--- src/rtl/mario_tile_poller_if.sv ---
// Tile-map read port shared by the collision poller (master) and the level map (slave).
// The map answers map_rdata one cycle after a map_rd cycle.
interface mario_tile_poller_if #(
    parameter int unsigned ADDR_W = 13
) ();
    logic [ADDR_W-1:0] map_addr;
    logic              map_rd;
    logic [2:0]        map_rdata;

    modport master (
        output map_addr,
        output map_rd,
        input  map_rdata
    );

    modport slave (
        input  map_addr,
        input  map_rd,
        output map_rdata
    );
endinterface

--- src/rtl/mario_tile_poller.sv ---
// Once per frame, probes four points around Mario against the level tile map and
// publishes the tile codes together; also owns the saturating horizontal scroll offset.
module mario_tile_poller #(
    parameter int unsigned TILE       = 20,
    parameter int unsigned MAP_COLS   = 256,
    parameter int unsigned MAP_ROWS   = 20,
    parameter int unsigned ADDR_W     = 13,
    parameter int unsigned X_MIN      = 120,
    parameter int unsigned Y_MIN      = 40,
    parameter int unsigned Y_MAX      = 439,
    parameter int unsigned VIEW_W     = 400,
    parameter int unsigned HALF       = 20,
    parameter int unsigned PROBE_GAP  = 2,
    parameter int unsigned SHIFT_PX   = 40,
    parameter logic [2:0]  BOUND_CODE = 3'b111
) (
    input  logic                      Clk,
    input  logic                      Reset,
    input  logic                      frame_clk,
    input  logic [9:0]                Mario_X_Pos,
    input  logic [9:0]                Mario_Y_Pos,
    input  logic                      Shift,
    mario_tile_poller_if.master       map_bus,
    output logic [2:0]                mario_poll_up,
    output logic [2:0]                mario_poll_down,
    output logic [2:0]                mario_poll_left,
    output logic [2:0]                mario_poll_right,
    output logic [12:0]               scroll_px,
    output logic                      poll_valid
);

    localparam logic [13:0]        ScrollMax = 14'(MAP_COLS * TILE - VIEW_W);
    localparam logic [13:0]        ShiftStep = 14'(SHIFT_PX);
    localparam logic signed [13:0] NearOff   = 14'(HALF + PROBE_GAP);
    localparam logic signed [13:0] FarOff    = 14'(HALF - 1 + PROBE_GAP);
    localparam logic signed [13:0] XMinS     = 14'(X_MIN);
    localparam logic signed [13:0] YMinS     = 14'(Y_MIN);
    localparam logic signed [13:0] YMaxS     = 14'(Y_MAX);
    localparam logic [13:0]        ColsW     = 14'(MAP_COLS);
    localparam logic [13:0]        RowsW     = 14'(MAP_ROWS);

    typedef enum logic [3:0] {
        StIdle,
        StLatch,
        StAddr0,
        StCap0,
        StAddr1,
        StCap1,
        StAddr2,
        StCap2,
        StAddr3,
        StCap3
    } state_e;

    state_e state_q, state_d;

    logic              fc_q1, fc_q2;
    logic              frame_edge;
    logic [9:0]        x_q, y_q;
    logic [12:0]       scroll_lat_q;
    logic [12:0]       scroll_d;
    logic [13:0]       scroll_sum;
    logic [3:0][2:0]   shadow_q;
    logic [ADDR_W-1:0] addr_q;
    logic              poll_valid_q;
    logic [2:0]        up_q, down_q, left_q, right_q;

    logic              is_addr, is_cap;
    logic [1:0]        probe_idx;
    logic signed [13:0] sx, sy, wx, wy;
    logic [13:0]       col_w, row_w;
    logic              off_map;
    logic [ADDR_W-1:0] probe_addr;
    logic [2:0]        cap_code;

    assign frame_edge = fc_q1 & ~fc_q2;

    always_comb begin
        scroll_sum = {1'b0, scroll_px} + ShiftStep;
        scroll_d   = scroll_px;
        if (Shift) begin
            scroll_d = (scroll_sum > ScrollMax) ? ScrollMax[12:0] : scroll_sum[12:0];
        end
    end

    always_comb begin
        state_d   = state_q;
        is_addr   = 1'b0;
        is_cap    = 1'b0;
        probe_idx = 2'd0;
        unique case (state_q)
            StIdle:  if (frame_edge) state_d = StLatch;
            StLatch: state_d = StAddr0;
            StAddr0: begin state_d = StCap0;  is_addr = 1'b1; probe_idx = 2'd0; end
            StCap0:  begin state_d = StAddr1; is_cap  = 1'b1; probe_idx = 2'd0; end
            StAddr1: begin state_d = StCap1;  is_addr = 1'b1; probe_idx = 2'd1; end
            StCap1:  begin state_d = StAddr2; is_cap  = 1'b1; probe_idx = 2'd1; end
            StAddr2: begin state_d = StCap2;  is_addr = 1'b1; probe_idx = 2'd2; end
            StCap2:  begin state_d = StAddr3; is_cap  = 1'b1; probe_idx = 2'd2; end
            StAddr3: begin state_d = StCap3;  is_addr = 1'b1; probe_idx = 2'd3; end
            StCap3:  begin state_d = StIdle;  is_cap  = 1'b1; probe_idx = 2'd3; end
            default: state_d = StIdle;
        endcase
    end

    // Probe geometry is recomputed from the latched frame values in both ADDRk and CAPk,
    // so the off-map decision needs no extra storage between the two cycles.
    always_comb begin
        sx = 14'(x_q);
        sy = 14'(y_q);
        unique case (probe_idx)
            2'd0: sy = 14'(y_q) - NearOff;
            2'd1: sy = 14'(y_q) + FarOff;
            2'd2: sx = 14'(x_q) - NearOff;
            2'd3: sx = 14'(x_q) + FarOff;
            default: ;
        endcase
        wx = sx - XMinS + 14'(scroll_lat_q);
        wy = sy - YMinS;
        // Negative wx/wy are off-map anyway, so an unsigned divide gives the floor where it matters.
        col_w = 14'($unsigned(wx) / TILE);
        row_w = 14'($unsigned(wy) / TILE);
        off_map = wx[13] | wy[13] | (sy > YMaxS) | (col_w >= ColsW) | (row_w >= RowsW);
        probe_addr = ADDR_W'(row_w * MAP_COLS + col_w);
    end

    assign map_bus.map_rd   = is_addr & ~off_map;
    assign map_bus.map_addr = map_bus.map_rd ? probe_addr : addr_q;
    assign cap_code         = off_map ? BOUND_CODE : map_bus.map_rdata;

    always_ff @(posedge Clk) begin
        if (Reset) begin
            state_q      <= StIdle;
            fc_q1        <= 1'b0;
            fc_q2        <= 1'b0;
            x_q          <= '0;
            y_q          <= '0;
            scroll_lat_q <= '0;
            scroll_px    <= '0;
            shadow_q     <= '0;
            addr_q       <= '0;
            poll_valid_q <= 1'b0;
            up_q         <= '0;
            down_q       <= '0;
            left_q       <= '0;
            right_q      <= '0;
        end else begin
            state_q      <= state_d;
            fc_q1        <= frame_clk;
            fc_q2        <= fc_q1;
            scroll_px    <= scroll_d;
            addr_q       <= map_bus.map_addr;
            poll_valid_q <= (state_q == StCap3);
            if (state_q == StLatch) begin
                x_q          <= Mario_X_Pos;
                y_q          <= Mario_Y_Pos;
                scroll_lat_q <= scroll_px;
            end
            if (is_cap) begin
                shadow_q[probe_idx] <= cap_code;
            end
            // All four outputs move together; the right probe is taken straight from the bus.
            if (state_q == StCap3) begin
                up_q    <= shadow_q[0];
                down_q  <= shadow_q[1];
                left_q  <= shadow_q[2];
                right_q <= cap_code;
            end
        end
    end

    assign mario_poll_up    = up_q;
    assign mario_poll_down  = down_q;
    assign mario_poll_left  = left_q;
    assign mario_poll_right = right_q;
    assign poll_valid       = poll_valid_q;

endmodule

--- src/flat_wrapper.sv ---
// flat-port wrapper written by rule: the top's interface ports become plain ports
module mario_tile_poller_flat 
#(
    parameter int unsigned TILE       = 20,
    parameter int unsigned MAP_COLS   = 256,
    parameter int unsigned MAP_ROWS   = 20,
    parameter int unsigned ADDR_W     = 13,
    parameter int unsigned X_MIN      = 120,
    parameter int unsigned Y_MIN      = 40,
    parameter int unsigned Y_MAX      = 439,
    parameter int unsigned VIEW_W     = 400,
    parameter int unsigned HALF       = 20,
    parameter int unsigned PROBE_GAP  = 2,
    parameter int unsigned SHIFT_PX   = 40,
    parameter logic [2:0]  BOUND_CODE = 3'b111
)
  (Clk, Reset, frame_clk, Mario_X_Pos, Mario_Y_Pos, Shift, mario_poll_up, mario_poll_down, mario_poll_left, mario_poll_right, scroll_px, poll_valid, map_bus_map_addr, map_bus_map_rd, map_bus_map_rdata);
  mario_tile_poller_if #(.ADDR_W(ADDR_W)) map_bus_i ();
  input  logic Clk;
  input  logic Reset;
  input  logic frame_clk;
  input  logic [9:0] Mario_X_Pos;
  input  logic [9:0] Mario_Y_Pos;
  input  logic Shift;
  output logic [2:0] mario_poll_up;
  output logic [2:0] mario_poll_down;
  output logic [2:0] mario_poll_left;
  output logic [2:0] mario_poll_right;
  output logic [12:0] scroll_px;
  output logic poll_valid;
  output wire logic [$bits(map_bus_i.map_addr)-1:0] map_bus_map_addr;
  output wire logic [$bits(map_bus_i.map_rd)-1:0] map_bus_map_rd;
  input wire logic [$bits(map_bus_i.map_rdata)-1:0] map_bus_map_rdata;
  assign map_bus_map_addr = map_bus_i.map_addr;
  assign map_bus_map_rd = map_bus_i.map_rd;
  assign map_bus_i.map_rdata = map_bus_map_rdata;
  mario_tile_poller #(.TILE(TILE), .MAP_COLS(MAP_COLS), .MAP_ROWS(MAP_ROWS), .ADDR_W(ADDR_W), .X_MIN(X_MIN), .Y_MIN(Y_MIN), .Y_MAX(Y_MAX), .VIEW_W(VIEW_W), .HALF(HALF), .PROBE_GAP(PROBE_GAP), .SHIFT_PX(SHIFT_PX), .BOUND_CODE(BOUND_CODE)) u_core (.Clk(Clk), .Reset(Reset), .frame_clk(frame_clk), .Mario_X_Pos(Mario_X_Pos), .Mario_Y_Pos(Mario_Y_Pos), .Shift(Shift), .map_bus(map_bus_i), .mario_poll_up(mario_poll_up), .mario_poll_down(mario_poll_down), .mario_poll_left(mario_poll_left), .mario_poll_right(mario_poll_right), .scroll_px(scroll_px), .poll_valid(poll_valid));
endmodule
--- config.mk ---
export PLATFORM = sky130hd
export DESIGN_NAME = mario_tile_poller_flat
export DESIGN_NICKNAME = d
export VERILOG_FILES = /design/src/rtl/mario_tile_poller_if.sv /design/src/rtl/mario_tile_poller.sv /design/src/flat_wrapper.sv
export SDC_FILE = /design/constraint.sdc
export NUM_CORES = 1
export LEC_CHECK = 0
export CORE_ASPECT_RATIO = 0.6
export CORE_MARGIN = 10
export CORE_UTILIZATION = 50
export CTS_CLUSTER_DIAMETER = 60
export DETAILED_ROUTE_END_ITERATION = 8
export PLACE_DENSITY = 0.79
export RECOVER_POWER = 100
export SLEW_MARGIN = 15
export SYNTH_ARGS = -nofsm -noshare
export SYNTH_HDL_FRONTEND = slang
export SYNTH_SLANG_ARGS = --single-unit
--- constraint.sdc ---
create_clock -name Clk -period 18.1 [get_ports Clk]
set_input_delay 1.81 -clock Clk [delete_from_list [all_inputs] [get_ports Clk]]
set_output_delay 1.81 -clock Clk [all_outputs]
set_load 0.1 [all_outputs]
== Yosys cells after proc, flatten, opt, wreduce, memory -nomap -nowiden ==
Index checks and enable logic that the tools add are counted.
Storage, ports and cells
  bits in registers: 90
  input bits: 27
  output and inout port bits: 40
Cells by class
  $add $sub $neg: 9
  divide/modulo/power cells: 2
  magnitude comparators: 6
  equality and inequality tests: 13
  muxes and demuxes: 13
  bitwise logic cells: 8
  reductions and logical operators: 8
Operators by type and width (number)
  $div A14 B5 Y32 const B: 2
  $pmux W14 S2: 2
  $pmux W4 S9: 1
  $sub A14 B7 Y14 const B: 2
  $mux W13: 2
  $add A10 B5 Y11 const B: 2
  $sub A10 B5 Y11 const B: 2
  $eq A4 B3 Y1 const B: 4
  $add A13 B6 Y14 const B: 1
  $add A14 B13 Y14: 1
  $ge A14 B5 Y1 const B: 1
  $ge A14 B9 Y1 const B: 1
  $gt A14 B10 Y1 const B: 1
  $gt A14 B13 Y1 const B: 1
  $add A13 B13 Y13: 1
  $bwmux W12: 1
  $eq A4 B2 Y1 const B: 2
  $eq A4 B4 Y1 const B: 2
  $reduce_or A4 Y1: 2
  $demux W3 S2: 1
  $mux W3: 2
  $pmux W2 S3: 1
  $reduce_or A2 Y1: 3
  $eq A2 B2 Y1 const B: 2
  13 further kinds: 19

== Longest topological paths before layout ==
Gate-level depths: netlist of run 1.
  depth in word-level cells: 14
  mapped depth: 42
  mapped depth without buffers: 38

== Worst setup path before layout of run 1 ==
Ideal clock, no wire load.
  path type: flip-flop to output port
  from: register u_core.state_q[1]
  to: output map_bus_map_addr[0]
  arrival time: 9.432 ns
  data required time: 16.290 ns
  path slack: 6.858 ns
  cell stages (with the launch flop): 38
  path buffers: 4
  cells stage by stage: dfxtp_1 -> clkbuf_1 -> clkbuf_1 -> nand3_1 -> nor4_1 -> a21oi_1 -> xor2_1 -> ha_1 -> inv_1 -> ha_1 -> buf_6 -> or3_4 -> buf_6 -> or4_4 -> o2111ai_2 -> nand3_2 -> inv_1 -> ha_1 -> (+2 left out) -> a22oi_4 -> nor2_1 -> a221o_1 -> o21a_4 -> nor4_2 -> a211oi_4 -> a21oi_2 -> o211ai_4 -> or3_4 -> a311oi_4 -> o2111ai_4 -> a211oi_4 -> a21oi_1 -> a2111oi_2 -> a32oi_1 -> a211oi_2 -> a2111oi_2 -> a21oi_1
Between the ends
  longest elaborated chain between the ends: 14
  elaborated cells between the ends (all ways): 35
RTL lines
  start: declaration: line mario_tile_poller.sv:55  | state_e state_q, state_d;
  start signal: assignment: line mario_tile_poller.sv:133  | state_q <= StIdle;
  start signal: assignment: line mario_tile_poller.sv:148  | state_q <= state_d;
  $eq A4 B4 Y1 / $eq A4 B3 Y1 (equally long branches): line mario_tile_poller.sv:91  | unique case (state_q)
  $reduce_or A2 Y1 (no line)
  $pmux W2 S3: line mario_tile_poller.sv:91
  $eq A2 B2 Y1: line mario_tile_poller.sv:111  | unique case (probe_idx)
  $pmux W14 S2: line mario_tile_poller.sv:111
  $sub A14 B7 Y14: line mario_tile_poller.sv:118  | wx = sx - XMinS + 14'(scroll_lat_q);
  $add A14 B13 Y14: line mario_tile_poller.sv:118
  $div A14 B5 Y32 / $or A1 B1 Y1 (equally long branches): line mario_tile_poller.sv:121, mario_tile_poller.sv:123
  $ge A14 B9 Y1 / $or A1 B1 Y1 (equally long branches): line mario_tile_poller.sv:123  | off_map = wx[13] | wy[13] | (sy > YMaxS) | (col_w >= ColsW) | (row_w >= RowsW);
  $or A1 B1 Y1 (2 in a row): line mario_tile_poller.sv:123
  $not A1 Y1: line mario_tile_poller.sv:127  | assign map_bus.map_rd = is_addr & ~off_map;
  $and A1 B1 Y1: line mario_tile_poller.sv:127
  $mux W13 (*): line mario_tile_poller.sv:128  | assign map_bus.map_addr = map_bus.map_rd ? probe_addr : addr_q;
  end: declaration: line flat_wrapper.sv:31  | output wire logic [$bits(map_bus_i.map_addr)-1:0] map_bus_map_addr;
Every way passes the cells marked *; elsewhere a longest branch is shown, timed or not.

== Worst setup path after layout of run 1 ==
  from: register u_core.state_q[2]
  to: output map_bus_map_addr[12]
Same word-level chain as after synthesis.

==> results.txt, run 1 <==
DR WL met2: 9230 um
Clk root buf: clkbuf_16
Synth Area in Compound Gates: 31.8%
Top_reg_cell synth: dfxtp_1
Fillers: 1,442
I/O Buffers: 63
CTS tree: yes
Initial antenna violation count: 0
Mux cell area share after synthesis: 2.24%
WHS: 0.456 ns
Req. time, crit path: 16.29 ns
Crit Path Max Fanout: 18
Part of the power in registers: 11.8%
Vias in the first global route: 7,302
Mapped Area: 0.00806 sq mm
HPWL Detailed: 16,100 um
Failing checks: capacitance limit, slew limit
R2r endpoint: u_core.addr_q[12]
Worst setup startpoint: u_core.state_q[2]
Area share of fa/ha/maj cells after synthesis: 6.71%
Clock sink total: 81
Die Area: 0.0218 sq mm
CP Capture Type: output port
Post-synthesis xor/xnor area fraction: 6.58%
Hold Crit Class: register to register
Post-synthesis cell count: 1,107
DRT Pass-1 Iters: 7
Overall die width: 184 um
Synth warn: 0
Top post-synthesis cells by area: dfxtp_1, nand2_1, a21oi_1
Layout cells sized above 1: 6.63%
Worst hold path depth: 2
Outcome: finished with violations
Fin Setup TNS: 0 ns
Clock skew: 0.0135 ns
Reg2reg path depth: 32
TritonCTS Buffers: 9
Post-CTS Hold Fix Bufs: 0
Leakage power: 3.44 nW
Slew headroom: -145%
Fmax: 70.2 MHz
Synth top area share: 20.1%
Initial core utilization: 51.7%
Critical path type: register to output port
Period utilization: 78.7%
Routed wl met3: 1700 um
Synth area leader: dfxtp_1
Count of final setup violators: 0
Worst R2R Setup Slack: 6.78 ns
MaxCap Viol Count: 1
Pin count of the biggest net entering global routing: 82
Area of the multi-input gates: 0.00598 sq mm
Tightest Pin Transition: 3.68 ns
Final Util: 57.9%
Longest Clk Path Bufs: 2
Cell internal pwr: 784 uW
Synthesized flop and latch total: 81
EDFF count, synth: 0
Clock-pin transition on the worst setup and hold timing paths: 0.07 ns
Commonest cells in the netlist: nand2_1, nor2_1, a21oi_1, dfxtp_1, o21ai_0
DRT met1 WL: 10,900 um
Vias/cell: 6.18
GP Congestion: 0.984
RSZ-0062 raised after global routing: false
Core Region: 0.0156 sq mm
Worst path slowest cell: dlygate4sd3_1
Vias: 8,252
Async SR Flop Fraction: 0%
Detail Route Antenna Nets: 0
Grt total ovfl: 0
Top-count cell post-synth: nand2_1
Remaining DRCs: 0
Register area: 0.00162 sq mm
Routed WL: 22,000 um
Clk_lat worst skew: 0.35 ns
P per Cell Area: 182 mW/mm^2
Fin. max-slew vios: 82
H-tree Lvls: 3
Maximum VDD drop: 0.000133 V
# resized after CTS: 0
Setup bufs post-CTS: 0
Sw Pwr: 858 uW
# rows: 35
Io pins: 67
First-pass GRT wire length: 37,000 um
Syn_area_per_cell: 7.28 sq um
Register area share after synthesis: 20.1%
Initial drt markers: 987
Die H: 118 um
Area added between synthesis and finish: 11.9%
Worst path arrival time: 12.44 ns
Critical Path Source Type: register
Largest family of logic cells by synthesized area: compound AO/OA/AOI/OAI gates
Switching Share: 52.2%
Hold Fails Final Rpt: 0
WL/cell: 16.5 um
Unique cell type count in the Yosys netlist: 107
Fin nets: 1,192
Clock period minus worst slack: 14.25 ns
Combinational share of power: 74.4%
R2r startpoint: u_core.state_q[2]
Synth Area in Simple Gates: 26.9%
Top Layer Used: met4
CP peak stage delay: 1.21 ns
Final instance area: 0.00902 sq mm
Clk network pwr share: 13.7%
ANT cells: 0
Critical Path Sink: map_bus_map_addr[12]
Placed inst area: 0.00870 sq mm
Overall routing resource usage: 19.6%
-- area by class of cell --
| type | instances | share of cell area (%) |
|---|---|---|
| Tap cell | 203 | 2.82 |
| Clock inverter | 7 | 1.44 |
| Timing Repair Buffer | 65 | 7.06 |
| Clock buffer | 9 | 2.50 |
| Multi-Input combinational cell | 923 | 66.3 |
| Sequential cell | 81 | 18.0 |
| Inverter | 47 | 1.96 |
-- cells by family (layout without fill, tap and decap cells) --
kind of cell,count (synthesis),count (layout)
compound gates,355,355
simple gates,443,443
buf+inv,108,128
xor+xnor,58,58
flops,81,81
fa+ha+maj,43,43
mux,17,17
other cells,2,7
-- power by group through the flow --
| stage | registers (mW) | clock network (mW) | logic (mW) |
|---|---|---|---|
| global placement | 0.198 | 0 | 1.19 |
| finish | 0.194 | 0.226 | 1.22 |
| global route | 0.196 | 0.236 | 1.34 |
| floorplan | 0.201 | 0 | 0.990 |
| detailed placement | 0.198 | 0 | 1.20 |
| CTS | 0.194 | 0.228 | 1.20 |
-- worst max-delay path: cells and delay by family (launching register included) --
family,cells,cell delay [ns]
compound gates,11,4.30
xor+xnor,3,1.17
fa+ha+maj,4,1.08
buf+inv,4,1.43
flops,1,0.68
mux,2,0.37
simple gates,8,3.02
-- how the worst min path moves through the flow --
stage	start	to	slack (ns)
3_3_place_gp	u_core.shadow_q[3]	u_core.mario_poll_down[0]	0.44
2_1_floorplan	u_core.shadow_q[3]	u_core.mario_poll_down[0]	0.43
6_report	u_core.scroll_lat_q[11]	u_core.scroll_lat_q[11]	0.46
4_1_cts	u_core.mario_poll_up[0]	u_core.mario_poll_up[0]	0.46
5_1_grt	u_core.mario_poll_down[0]	u_core.mario_poll_down[0]	0.48
3_5_place_dp	u_core.mario_poll_up[0]	u_core.mario_poll_up[0]	0.45
-- stage by stage --
step / power, mW / setup WS [ns] / instances
2_1_floorplan: 1.19 / 6.86 / 1112
3_3_place_gp: 1.39 / 5.77 / 1319
3_5_place_dp: 1.39 / 5.49 / 1319
4_1_cts: 1.63 / 5.05 / 1335
5_1_grt: 1.77 / 2.66 / 1335
6_report: 1.64 / 3.85 / 1335
-- registers in the layout (all words and copies together), names as in the netlist --
name	cells
u_core.addr_q	13
u_core.fc_q1	1
u_core.fc_q2	1
u_core.mario_poll_down	3
u_core.mario_poll_left	3
u_core.mario_poll_right	3
u_core.mario_poll_up	3
u_core.poll_valid	1
u_core.scroll_lat_q	10
u_core.scroll_px	10
u_core.shadow_q	9
u_core.state_q	4
u_core.x_q	10
u_core.y_q	10
-- placed cells by master, fill, tap and decap left out, drive strengths merged, types with 5 or more instances in the layout --
master / count
o22ai: 6
and2: 12
mux2i: 9
o21ai: 68
a211oi: 29
xor2: 18
clkbuf: 10
a21o: 15
nand3: 30
nor2: 109
inv: 51
o31ai: 5
a31oi: 21
a21boi: 7
o211ai: 14
nand4: 7
nor3b: 5
dfxtp: 81
clkdlybuf4s50: 25
a211o: 6
or4: 5
a21oi: 95
xnor2: 40
or3: 12
nand2: 154
maj3: 5
conb: 7
nand2b: 11
ha: 36
a2111oi: 6
mux2: 8
o21a: 15
nor3: 24
a22oi: 6
dlygate4sd3: 37
nor4: 13
o2111ai: 8
nor2b: 24
and3: 15
or2: 9
-- per-layer routing --
layer  global-route usage, %  vias to the layer above
met5                       0                        -
met2                    27.9                      315
met1                    29.0                     3845
met4                    3.21                        0
li1                        -                     4068
met3                    4.99                       24
Power figures use the tool's default switching activity.
==> run 2: changes to the inputs <==
==> constraint.sdc (replaced) <==
create_clock -name Clk -period 14.8 [get_ports Clk]
set_input_delay 1.48 -clock Clk [delete_from_list [all_inputs] [get_ports Clk]]
set_output_delay 1.48 -clock Clk [all_outputs]
set_load 0.1 [all_outputs]
==> results.txt, run 2 (synthesis results as in run 1) <==
Slew headroom: -140% (+5.0 points)
Die H: 118 um (unchanged)
Pin count of the biggest net entering global routing: 82 (unchanged)
Clk_lat worst skew: 0.35 ns (about the same)
Critical Path Source Type: register
Tightest Pin Transition: 3.61 ns (-0.0745 ns)
Initial antenna violation count: 0 (unchanged)
Leakage power: 3.41 nW (-0.91%)
Hold Fails Final Rpt: 0 (unchanged)
Vias in the first global route: 7,330 (+0.38%)
Overall die width: 184 um (unchanged)
Layout cells sized above 1: 6.71% (+0.088 points)
P per Cell Area: 219 mW/mm^2 (+20%)
Detail Route Antenna Nets: 0 (unchanged)
Worst path slowest cell: clkdlybuf4s50_1
Initial core utilization: 51.7% (unchanged)
Crit Path Max Fanout: 18 (unchanged)
CTS tree: yes
Io pins: 67 (unchanged)
Routed WL: 21,800 um (-0.94%)
Period utilization: 90.4%
Most frequent cells in the layout: nand2_1, nor2_1, a21oi_1
Fin. max-slew vios: 82 (unchanged)
Core Region: 0.0156 sq mm (unchanged)
Clock period minus worst slack: 13.39 ns
DRT Pass-1 Iters: 7 (unchanged)
Remaining DRCs: 0 (unchanged)
# rows: 35 (unchanged)
Overall routing resource usage: 19.4% (-0.19 points)
Area added between synthesis and finish: 11.4%
GP Congestion: 0.986 (+0.21%)
# resized after CTS: 0 (unchanged)
Worst path arrival time: 11.91 ns (-0.53 ns)
Req. time, crit path: 13.32 ns (-2.97 ns)
Crit-path leading delay family: compound AO/OA/AOI/OAI gates
TritonCTS Buffers: 9 (unchanged)
Vias/cell: 6.19 (+0.21%)
Setup bufs post-CTS: 0 (unchanged)
Vias: 8,269 (+0.21%)
Final setup margin: 1.41 ns (-2.44 ns)
Max reg flops: 13 (unchanged)
Fillers: 1,469 (+1.9%)
First-pass GRT wire length: 36,700 um (-0.71%)
Maximum VDD drop: 0.000170 V (+28%)
HPWL Detailed: 16,200 um (+0.39%)
Clk root buf: clkbuf_16
WHS: 0.452 ns (-0.00354 ns)
Worst Path Buf+Inv: 4 (unchanged)
I/O Buffers: 63 (unchanged)
Failing checks: capacitance limit, slew limit
Critical path type: register to output port
CP peak stage delay: 1.14 ns (-0.07 ns)
Hold Crit Class: register to register
Commonest non-fill, non-tap cell in the layout: nand2_1
Die Area: 0.0218 sq mm (unchanged)
Place WS: 2.55 ns (-2.94 ns)
MaxCap Viol Count: 1 (unchanged)
ANT cells: 0 (unchanged)
Clock skew: 0.0105 ns (-0.00303 ns)
Post-CTS Hold Fix Bufs: 0 (unchanged)
Outcome: finished with violations
Fmax: 74.7 MHz
CP Capture Type: output port
Count of final setup violators: 0 (unchanged)
Initial drt markers: 1,063 (+7.7%)
RSZ-0062 raised after global routing: false
Biggest register: u_core.addr_q
Fin nets: 1,192 (unchanged)
H-tree Lvls: 3 (unchanged)
Grt total ovfl: 0 (unchanged)
Fin Setup TNS: 0 ns (unchanged)
Clock-pin transition on the worst setup and hold timing paths: 0.07 ns (about the same)
Total power: 1.97 mW (+20%)
Clock sink total: 81 (unchanged)
WL/cell: 16.3 um (-0.94%)
Longest Clk Path Bufs: 2 (unchanged)
run 2: cell count changes in the layout (fill, tap and decap cells not counted), sizes merged:
cell,before,now
bufinv,3,0
clkdlybuf4s50,25,26
clkinv,0,3
dlygate4sd3,37,36
run 2: worst paths after layout:
path / slack (ns) / cells past startpoint / end / from
worst max-delay path: 1.41 / 32 / map_bus_map_addr[12] / u_core.state_q[2]
worst min-delay path: 0.45 / 2 / u_core.mario_poll_up[2] / u_core.mario_poll_up[2]
worst max register to register: 3.94 / 32 / u_core.addr_q[12] / u_core.state_q[2]
worst min register to register: 0.45 / 2 / u_core.mario_poll_up[2] / u_core.mario_poll_up[2]
run 2: report_power, final:
group | switching (mW) | total, mW | internal (mW)
logic | 0.931 | 1.50 | 0.566
registers | 0.0127 | 0.237 | 0.225
clock network | 0.113 | 0.233 | 0.121
run 2: layout make-up:
cell class / instances / area [sq um] / area share, %
clock inverters: 7 / 81.3 / 0.906
well taps: 203 / 254 / 2.83
repair buffers: 65 / 637 / 7.09
clock buffers: 9 / 225 / 2.51
inverters: 47 / 176 / 1.97
multi-input cells: 923 / 5980 / 66.6
flip-flops and latches: 81 / 1620 / 18.1
run 2: through the flow:
step | cell area (sq um) | cells | utilization [%]
final | 8980 | 1335 | 57.6
after global routing | 8980 | 1335 | 57.6
after CTS | 9000 | 1335 | 57.8
after detailed placement | 8700 | 1319 | 55.8
after global placement | 8700 | 1319 | 55.8
after floorplan | 8080 | 1112 | -
run 2: routing by layer:
metal	part of all wire [%]	GRT usage, %	vias to the layer above
met2	42	28.0	338
met4	0.68	3.31	0
li1	-	-	4071
met1	49	28.9	3841
met5	0	0	-
met3	8.1	4.04	19
run 2: worst reg2reg max path, delay by kind of cell, from the launching register on:
| family | cells | cell delay, ns |
|---|---|---|
| buffers and inverters | 3 | 0.23 |
| XOR/XNOR | 3 | 1.11 |
| AO/OA/AOI/OAI | 11 | 3.96 |
| AND/OR/NAND/NOR | 9 | 3.08 |
| multiplexers | 2 | 0.51 |
| adder cells (fa/ha/maj) | 4 | 1.07 |
| flip-flops | 1 | 0.66 |
